[src/rtl/inst_rom_if.sv]
// Fetch and program-load bus of the instruction ROM.
// Slave modport is the ROM side; master modport is the core/loader side.
// Signal names carry the block's port naming so both sides read the same.
interface inst_rom_if #(
  parameter int ADDR_W = 6
);
  logic              inst_rom_ce_i;
  logic [31:0]       inst_rom_addr_in_i;
  logic [31:0]       inst_rom_data_out_o;
  logic              inst_rom_addr_err_o;
  logic              load_start_i;
  logic [ADDR_W:0]   load_len_i;
  logic [7:0]        load_byte_i;
  logic              load_valid_i;
  logic              load_ready_o;
  logic              load_busy_o;
  logic              load_done_o;
  logic [ADDR_W:0]   load_count_o;

  modport slave (
    input  inst_rom_ce_i, inst_rom_addr_in_i, load_start_i, load_len_i,
           load_byte_i, load_valid_i,
    output inst_rom_data_out_o, inst_rom_addr_err_o, load_ready_o,
           load_busy_o, load_done_o, load_count_o
  );

  modport master (
    output inst_rom_ce_i, inst_rom_addr_in_i, load_start_i, load_len_i,
           load_byte_i, load_valid_i,
    input  inst_rom_data_out_o, inst_rom_addr_err_o, load_ready_o,
           load_busy_o, load_done_o, load_count_o
  );
endinterface

[src/rtl/inst_rom.sv]
// Instruction ROM (2^ADDR_W x 32) loadable from a big-endian byte stream.
// Latency: fetch is combinational (same cycle); a load word is written on its 4th byte edge.
// Backpressure: load_ready_o is high only in LOAD; bytes are taken on valid && ready.
module inst_rom #(
  parameter int ADDR_W = 6
) (
  input  logic        clk,
  input  logic        rst,
  inst_rom_if.slave   bus
);
  localparam int              DEPTH   = 1 << ADDR_W;
  localparam logic [ADDR_W:0] DEPTH_W = (ADDR_W + 1)'(DEPTH);
  localparam logic [ADDR_W:0] ONE_W   = (ADDR_W + 1)'(1);

  typedef enum logic [1:0] {IDLE, LOAD, DONE} state_t;

  state_t              state;
  state_t              state_nxt;
  logic [31:0]         mem [DEPTH];
  logic [ADDR_W:0]     len;
  logic [ADDR_W:0]     count;
  logic [ADDR_W:0]     len_eff;
  logic [ADDR_W-1:0]   wptr;
  logic [1:0]          byte_cnt;
  logic [23:0]         part;
  logic                ready;
  logic                accept;
  logic                word_last;

  // Zero or oversize lengths mean "fill the whole ROM".
  assign len_eff   = (bus.load_len_i == '0 || bus.load_len_i > DEPTH_W) ? DEPTH_W : bus.load_len_i;
  assign accept    = bus.load_valid_i && ready;
  assign word_last = accept && (byte_cnt == 2'd3) && ((count + ONE_W) == len);

  // State register.
  always_ff @(posedge clk) begin
    if (!rst) state <= IDLE;
    else      state <= state_nxt;
  end

  // Next-state: start only from IDLE, leave LOAD on the last word, DONE lasts one cycle.
  always_comb begin
    state_nxt = state;
    case (state)
      IDLE:    if (bus.load_start_i) state_nxt = LOAD;
      LOAD:    if (word_last)        state_nxt = DONE;
      DONE:                          state_nxt = IDLE;
      default:                       state_nxt = IDLE;
    endcase
  end

  // Handshake/status outputs decoded from the state; held low while in reset.
  always_comb begin
    ready            = rst && (state == LOAD);
    bus.load_ready_o = ready;
    bus.load_busy_o  = ready;
    bus.load_done_o  = (state == DONE);
    bus.load_count_o = count;
  end

  // Load datapath: latch length on start, assemble bytes MSB-first, commit on the 4th byte.
  always_ff @(posedge clk) begin
    if (!rst) begin
      len      <= '0;
      count    <= '0;
      wptr     <= '0;
      byte_cnt <= '0;
      part     <= '0;
      for (int i = 0; i < DEPTH; i++) mem[i] <= 32'h0;
    end else if (state == IDLE && bus.load_start_i) begin
      len      <= len_eff;
      count    <= '0;
      wptr     <= '0;
      byte_cnt <= '0;
    end else if (accept) begin
      byte_cnt <= byte_cnt + 2'd1;
      part     <= {part[15:0], bus.load_byte_i};
      if (byte_cnt == 2'd3) begin
        mem[wptr] <= {part, bus.load_byte_i};
        wptr      <= wptr + 1'b1;
        count     <= count + ONE_W;
      end
    end
  end

  // Combinational fetch; misaligned, out-of-range or mid-load reads return a NOP.
  always_comb begin
    bus.inst_rom_addr_err_o = bus.inst_rom_ce_i &&
                              ((bus.inst_rom_addr_in_i[1:0] != 2'b00) ||
                               (bus.inst_rom_addr_in_i[31:ADDR_W+2] != '0));
    bus.inst_rom_data_out_o = 32'h0;
    if (bus.inst_rom_ce_i && state != LOAD && !bus.inst_rom_addr_err_o)
      bus.inst_rom_data_out_o = mem[bus.inst_rom_addr_in_i[ADDR_W+1:2]];
  end
endmodule

[src/flat_wrapper.sv]
// flat-port wrapper written by rule: the top's interface ports become plain ports
module inst_rom_flat 
#(
  parameter int ADDR_W = 6
)
  (clk, rst, bus_inst_rom_ce_i, bus_inst_rom_addr_in_i, bus_load_start_i, bus_load_len_i, bus_load_byte_i, bus_load_valid_i, bus_inst_rom_data_out_o, bus_inst_rom_addr_err_o, bus_load_ready_o, bus_load_busy_o, bus_load_done_o, bus_load_count_o);
  inst_rom_if #(.ADDR_W(ADDR_W)) bus_i ();
  input  logic clk;
  input  logic rst;
  input wire logic [$bits(bus_i.inst_rom_ce_i)-1:0] bus_inst_rom_ce_i;
  input wire logic [$bits(bus_i.inst_rom_addr_in_i)-1:0] bus_inst_rom_addr_in_i;
  input wire logic [$bits(bus_i.load_start_i)-1:0] bus_load_start_i;
  input wire logic [$bits(bus_i.load_len_i)-1:0] bus_load_len_i;
  input wire logic [$bits(bus_i.load_byte_i)-1:0] bus_load_byte_i;
  input wire logic [$bits(bus_i.load_valid_i)-1:0] bus_load_valid_i;
  output wire logic [$bits(bus_i.inst_rom_data_out_o)-1:0] bus_inst_rom_data_out_o;
  output wire logic [$bits(bus_i.inst_rom_addr_err_o)-1:0] bus_inst_rom_addr_err_o;
  output wire logic [$bits(bus_i.load_ready_o)-1:0] bus_load_ready_o;
  output wire logic [$bits(bus_i.load_busy_o)-1:0] bus_load_busy_o;
  output wire logic [$bits(bus_i.load_done_o)-1:0] bus_load_done_o;
  output wire logic [$bits(bus_i.load_count_o)-1:0] bus_load_count_o;
  assign bus_i.inst_rom_ce_i = bus_inst_rom_ce_i;
  assign bus_i.inst_rom_addr_in_i = bus_inst_rom_addr_in_i;
  assign bus_i.load_start_i = bus_load_start_i;
  assign bus_i.load_len_i = bus_load_len_i;
  assign bus_i.load_byte_i = bus_load_byte_i;
  assign bus_i.load_valid_i = bus_load_valid_i;
  assign bus_inst_rom_data_out_o = bus_i.inst_rom_data_out_o;
  assign bus_inst_rom_addr_err_o = bus_i.inst_rom_addr_err_o;
  assign bus_load_ready_o = bus_i.load_ready_o;
  assign bus_load_busy_o = bus_i.load_busy_o;
  assign bus_load_done_o = bus_i.load_done_o;
  assign bus_load_count_o = bus_i.load_count_o;
  inst_rom #(.ADDR_W(ADDR_W)) u_core (.clk(clk), .rst(rst), .bus(bus_i));
endmodule
[config.mk]
export PLATFORM = sky130hd
export DESIGN_NAME = inst_rom_flat
export DESIGN_NICKNAME = d
export VERILOG_FILES = /design/src/rtl/inst_rom_if.sv /design/src/rtl/inst_rom.sv /design/src/flat_wrapper.sv
export SDC_FILE = /design/constraint.sdc
export NUM_CORES = 2
export LEC_CHECK = 0
export ABC_AREA = 0
export CORE_AREA = 2 2 437 439
export DETAILED_ROUTE_END_ITERATION = 8
export DIE_AREA = 0 0 439 441
export HOLD_SLACK_MARGIN = 0.08
export PLACE_DENSITY = 0.66
export SLEW_MARGIN = 10
export SYNTH_ARGS = -nofsm -noshare
export SYNTH_HDL_FRONTEND = slang
export SYNTH_SLANG_ARGS = --single-unit
export TNS_END_PERCENT = 10
[constraint.sdc]
create_clock -name clk -period 7 [get_ports clk]
set_input_delay 2.1 -clock clk [delete_from_list [all_inputs] [get_ports clk]]
set_output_delay 2.1 -clock clk [all_outputs]
set_load 0.005 [all_outputs]
After elaboration in Yosys (flattened, before gate mapping)
Memories as Yosys holds them, arrays and structs flattened.
Cells that the tools add are included.
- bits in registers: 48
- bits in writable memories: 2048
- input bits: 52
- output and inout bits: 43
- word-level logic and storage cells: 54
- memories: 1
- add/subtract/negate cells: 3
- $lt $le $gt $ge: 1
- eq/ne operators: 7
- mux-type cells: 14
- bitwise gates (word level): 2
- reductions and logical operators: 20
- memory list (name ; depth ; width ; read ports ; clocked after memory_dff ; write ports ; RTL line ; text):
    u_core.mem ; 64 ; 32 ; 1 ; 0 ; 64 ; inst_rom.sv:19 ; logic [31:0] mem [DEPTH];
- operators with widths (operator ; number):
    32-bit 2-to-1 mux ; 2
    32-bit OR reduction ; 1
    24-bit nonzero test ; 1
    1-bit logical AND ; 8
    7-bit by 1-bit adder with 7-bit output, second input constant ; 1
    7-bit == test ; 1
    7-bit > comparator, second input constant ; 1
    7-bit zero test ; 1
    1-bit 2-to-1 mux ; 7
    7-bit 2-to-1 mux ; 1
    6-bit by 1-bit adder with 6-bit output, second input constant ; 1
    6-bit 2-to-1 mux ; 1
    2-bit AND reduction ; 3
    2-bit == test, second input constant ; 2
    2-bit 2-to-1 mux ; 2
    2-bit by 1-bit inequality test with 1-bit output, second input constant ; 2
    2-bit one-hot mux with 2 select lines ; 1
    2-bit by 1-bit adder with 2-bit output, second input constant ; 1
    2-bit by 1-bit == test with 1-bit output, second input constant ; 1
    2-bit zero test ; 1
    1-bit logical OR ; 2
    2-bit inequality test, second input constant ; 1
    1-bit NOT ; 2
    2-bit nonzero test ; 1
    other kinds (2) ; 2

Longest topological paths before layout
- depth after elaboration: 9
- mapped depth: 12

Worst setup path before layout
No wires, ideal clock.
- path type: input to register
- start: in rst
- end: mem u_core.mem[55][0] (enable)
- setup time: 466 ps
- data arrival time: 5458 ps
- required time: 6534 ps
- setup slack: 1076 ps
- cell stages on the path: 7
- path buffers: 3
- path through: and3b_1 buf_2 and3_1 buf_6 nand4_2 buf_2 o21ai_0
- RTL lines (element ; RTL line ; text):
    start: declaration ; flat_wrapper.sv:9 ; input logic rst;
    end: declaration ; inst_rom.sv:19 ;

Worst setup path in the final report
- start: in bus_inst_rom_addr_in_i[2]
- end: out bus_inst_rom_data_out_o[18]
- longest elaborated chain between the ends: 2
- ends and longest elaborated chain (element ; RTL line ; text):
    start: declaration ; flat_wrapper.sv:11 ; input wire logic [$bits(bus_i.inst_rom_addr_in_i)-1:0] bus_inst_rom_addr_in_i;
    memory read 64 x 32 bit ; -- ;
    32-bit 2-to-1 mux ; inst_rom.sv:92 ; if (bus.inst_rom_ce_i && state != LOAD && !bus.inst_rom_addr_err_o)
    end: declaration ; flat_wrapper.sv:16 ; output wire logic [$bits(bus_i.inst_rom_data_out_o)-1:0] bus_inst_rom_data_out_o;
No other way between the ends.

==> impl_table.tex <==
\begin{tabular}{lr}
\hline
Metric & Value \\
\hline
\multicolumn{2}{l}{\textbf{Global route}} \\
\quad Global-route wire length before repair & 428000 um \\
\quad Gr usage total & a little under a third \\
\quad Antenna violations before repair & 13 \\
\quad Sum of overflow across all layers after global routing & 0 \\
\quad Maximum number of pins on one net before global-route repair & 67 \\
\quad Vias in the first global route & roughly 56000 \\
\multicolumn{2}{l}{\textbf{Setup path}} \\
\quad Cell family with most CP delay & buffers and inverters \\
\quad Crit path launch type & input pin \\
\quad Cell breakdown of the critical path & buf\_16 > buf\_16 > buf\_12 > mux4\_2 > nor2\_1 > o21ai\_0 > a211oi\_1 > buf\_4 > nor3\_1 > buf\_4 > clkdlybuf4s50\_1 \\
\quad Type of the worst setup path & in -> out \\
\quad Slowest library cell on the worst path & sky130\_fd\_sc\_hd\_\_mux4\_2 \\
\quad Count of buffer and inverter cells on the critical path & 6 \\
\quad Crit Path Max Fanout & 15 \\
\quad Critical path data arrival time & roughly 5.0 ns \\
\quad Max incr delay on CP & 0.51 ns \\
\quad Worst Setup End Kind & output pin \\
\quad Required time of the critical path & about 4.9 ns \\
\multicolumn{2}{l}{\textbf{Die}} \\
\quad Core Footprint & around 190000 um\^{}2 \\
\quad Total I/O pin count & 95 \\
\quad DIE AREA & slightly below 200000 um\^{}2 \\
\quad Die Y-Extent & between 400 and 500 um \\
\quad Starting density of the core & between 50 and 60\% \\
\quad Standard-cell row count & between 150 and 200 \\
\quad Horizontal die dimension & between 400 and 500 um \\
\multicolumn{2}{l}{\textbf{Clock tree}} \\
\quad Clock Pin Slew Worst Setup and Hold Paths & around 0.060 ns \\
\quad Num CTS Buffers & 210 \\
\quad Number of sinks driven by the clock tree & 2096 \\
\quad Number of buffers inserted for hold repair after clock tree synthesis & 0 \\
\quad CTS tree & done \\
\quad Insertion delay to the later sink of the worst-skew pair & $\sim$0.86 ns \\
\quad Max clock buf depth & 3 \\
\quad Clock tree root driver cell & sky130\_fd\_sc\_hd\_\_clkbuf\_16 \\
\quad Maximum level of the CTS H-tree & 4 \\
\multicolumn{2}{l}{\textbf{Yosys}} \\
\quad Avg Synthesized Cell Area & between 15 and 20 um\^{}2 \\
\quad Total number of yosys warnings & 0 \\
\quad Share of Yosys cell area claimed by the top area cell type & about 64\% \\
\quad Most instantiated flip-flop cell in the synthesis netlist & sky130\_fd\_sc\_hd\_\_edfxtp\_1 \\
\quad Cell taking the most area after synthesis & sky130\_fd\_sc\_hd\_\_edfxtp\_1 \\
\quad Post-synthesis instance total & about 6300 \\
\quad Count of different cell masters after synthesis & 72 \\
\quad Post-synth net total & between 6000 and 7000 \\
\quad Proportion of register bits with asynchronous set or reset after synthesis & 0\% \\
\quad Total of flip-flops plus latches after synthesis & around 2100 \\
\quad Dominant cells by area after synthesis & sky130\_fd\_sc\_hd\_\_edfxtp\_1 64\%, sky130\_fd\_sc\_hd\_\_and2\_1 13\%, sky130\_fd\_sc\_hd\_\_mux4\_2 12\% \\
\quad Count of flip-flops with a built-in enable after synthesis & 2048 \\
\quad Netlist area before placement & around 96000 um\^{}2 \\
\quad Proportion of synthesized chip area in sequential cells & $\sim$65\% \\
\multicolumn{2}{l}{\textbf{STA}} \\
\quad Layout Skew & roughly 0.042 ns \\
\quad Slew of the pin with the lowest slew margin & about 1.3 ns \\
\quad PnR worst setup slack & -0.0497 ns \\
\quad Final count of hold timing violations & 0 \\
\quad Final worst path period need & approximately 7.0 ns \\
\quad Fmax & $\sim$0.14 GHz \\
\quad Final Cycle Share & 101\% \\
\quad Worst-case hold slack & $\sim$0.46 ns \\
\quad Number of max-slew violations in the final report & 0 \\
\quad RSZ-0062 raised after global routing & true \\
\quad Finish-stage setup viols & 11 \\
\quad Slew HR & approximately 15\% \\
\multicolumn{2}{l}{\textbf{Placement}} \\
\quad Post-Place Cell Area & about 100000 um\^{}2 \\
\quad Cell count after placement & between 8000 and 9000 \\
\quad Port Buf Inserts & 94 \\
\quad Weighted congestion at the end of routability-driven global placement & 0.982 \\
\quad Worst-case setup slack after placement & -0.815 ns \\
\quad HPWL after detailed placement & $\sim$180000 um \\
\multicolumn{2}{l}{\textbf{Routing}} \\
\quad Initial DRC count & roughly 9000 \\
\quad Detail-routed via count per cell & about 6.3 \\
\quad Antenna Violating Nets Remaining & 0 \\
\quad Average wire per standard cell & around 33 um \\
\quad \# DRC & 0 \\
\quad Pre-antenna DRT Iters & 6 \\
\quad Routed WL & roughly 310000 um \\
\quad Number of vias after detailed routing & around 58000 \\
\multicolumn{2}{l}{\textbf{Final layout}} \\
\quad Sequential cell area & 62500 um\^{}2 \\
\quad Post-route cell area & around 110000 um\^{}2 \\
\quad Share of post-route cells with drive strength above 1 & approximately a quarter \\
\quad Final instance count without filler cells & between 9000 and 10000 \\
\quad Leading cell type in the layout, fill and taps excluded & sky130\_fd\_sc\_hd\_\_edfxtp\_1 \\
\quad Net count of the finished layout & 6581 \\
\quad Multi-input logic area & roughly 32000 um\^{}2 \\
\quad \# fillers & 14291 \\
\quad Most frequent cells in the layout & 2048 x sky130\_fd\_sc\_hd\_\_edfxtp\_1, 2019 x sky130\_fd\_sc\_hd\_\_and2\_1, 506 x sky130\_fd\_sc\_hd\_\_buf\_4 \\
\quad Relative area change from synthesis to final layout & 15.2\% \\
\multicolumn{2}{l}{\textbf{Pwr}} \\
\quad Peak ir drop on the vdd network & about 0.19 mV \\
\quad Switch Pwr & about 6.5 mW \\
\quad Combinational share of power & between 8 and 9\% \\
\quad Lkg Pwr & just under 40 nW \\
\quad Clock Power Share & 40.2\% \\
\quad Internal power & between 20 and 25 mW \\
\quad Part of the power in registers & between 50\% and 60\% \\
\quad Fraction of power spent switching nets & between 20\% and 30\% \\
\quad Total power divided by cell area & about 250 nW/um\^{}2 \\
\multicolumn{2}{l}{\textbf{Worst hold path}} \\
\quad Path type of the worst min-delay path & reg -> reg \\
\multicolumn{2}{l}{\textbf{Flow run}} \\
\quad Max-capacitance violation count & 0 \\
\multicolumn{2}{l}{\textbf{Run status}} \\
\quad Violated checks & setup timing \\
\quad Outcome & finished, violations left \\
\hline
\end{tabular}
cells in the mapped netlist (24+ instances only):
master / instances
sky130_fd_sc_hd__mux4_2: 491
sky130_fd_sc_hd__nand2_1: 174
sky130_fd_sc_hd__a22oi_1: 37
sky130_fd_sc_hd__buf_6: 31
sky130_fd_sc_hd__o21ai_0: 86
sky130_fd_sc_hd__buf_4: 30
sky130_fd_sc_hd__mux2i_1: 151
sky130_fd_sc_hd__and2_1: 2019
sky130_fd_sc_hd__edfxtp_1: 2048
sky130_fd_sc_hd__a21boi_0: 24
sky130_fd_sc_hd__a221oi_1: 25
sky130_fd_sc_hd__dfxtp_1: 48
sky130_fd_sc_hd__and3_1: 38
sky130_fd_sc_hd__nand3_1: 33
sky130_fd_sc_hd__nor2_1: 115
sky130_fd_sc_hd__buf_2: 63
sky130_fd_sc_hd__clkbuf_1: 485
sky130_fd_sc_hd__a21oi_1: 56
worst min-delay path: cells and delay by family, from the launching register on:
kind / cells / cell delay [ns]
flip-flops: 1 / 0.32
AO/OA/AOI/OAI: 1 / 0.06
AND/OR/NAND/NOR: 1 / 0.04
sequential cells by signal (all words and copies together) (netlist names):
register and cells:
u_core.len 7, u_core.byte_cnt 2, u_core.wptr 6, u_core.bus.load_count_o 7, u_core.part 24, u_core.state 2
u_core.mem 2048
routing by layer:
layer | share of wire (%) | global-route usage (%) | vias up
li1 | - | - | 23538
met1 | 38 | 43.4 | 29822
met2 | 46 | 48.0 | 3746
met3 | 11 | 7.01 | 628
met4 | 5.2 | 14.7 | 4
met5 | 0.0068 | 0 | -
final timing paths:
kind / depth (start not counted) / from / endpoint / slack, ns
setup reg to reg: 5 / u_core.state[0] / u_core.mem[53][3] / 2.94
hold reg to reg: 2 / u_core.part[12] / u_core.part[12] / 0.46
setup / recovery: 11 / bus_inst_rom_addr_in_i[2] / bus_inst_rom_data_out_o[18] / -0.05
hold / removal: 2 / u_core.part[12] / u_core.part[12] / 0.46
cell type report:
cell class              instances  area share, %
repair buffers                687           5.77
inverters                       5         0.0215
well taps                    2511           2.84
clock inverters               128           1.12
diodes                         11         0.0249
clock buffers                 267           5.04
multi-input cells            3526           28.6
flip-flops and latches       2096           56.6
kinds of logic (layout without fill, tap and decap cells):
group                      Yosys count  count (layout)  synth area share (%)
AOI/OAI and AO/OA                  363             363                  2.57
xor gates and xnor gates            19              19                 0.174
adders and majority gates            3               3                0.0391
buffers and inverters              654            1087                  3.32
DFF                               2096            2096                  65.1
muxes                              655             655                  13.3
other                                0              11                     0
and+or+nand+nor                   2486            2486                  15.4
metrics by stage:
stage	util (%)	power (mW)	TNS [ns]
6_report	58.4	28.1	-0.245
2_1_floorplan	-	15.9	0
3_5_place_dp	54.3	17.0	-8.93
3_3_place_gp	54.3	16.9	-9.46
4_1_cts	58.1	28.1	-0.363
5_1_grt	58.4	28.7	-0.772
power by group through the flow:
stage,registers (mW),clock network (mW),logic [mW]
CTS,14.5,11.3,2.24
global route,14.6,11.8,2.35
floorplan,14.7,0,1.16
detailed placement,14.8,0,2.20
global placement,14.7,0,2.19
finish,14.5,11.3,2.31
timing repair:
action                     in CTS  in global routing
setup endpoints to repair      31                 27
gates cloned                    0                  4
resized for setup              93                 52
pin swaps                       6                  7
setup buffers                   0                 15
Power figures use the tool's default switching activity.
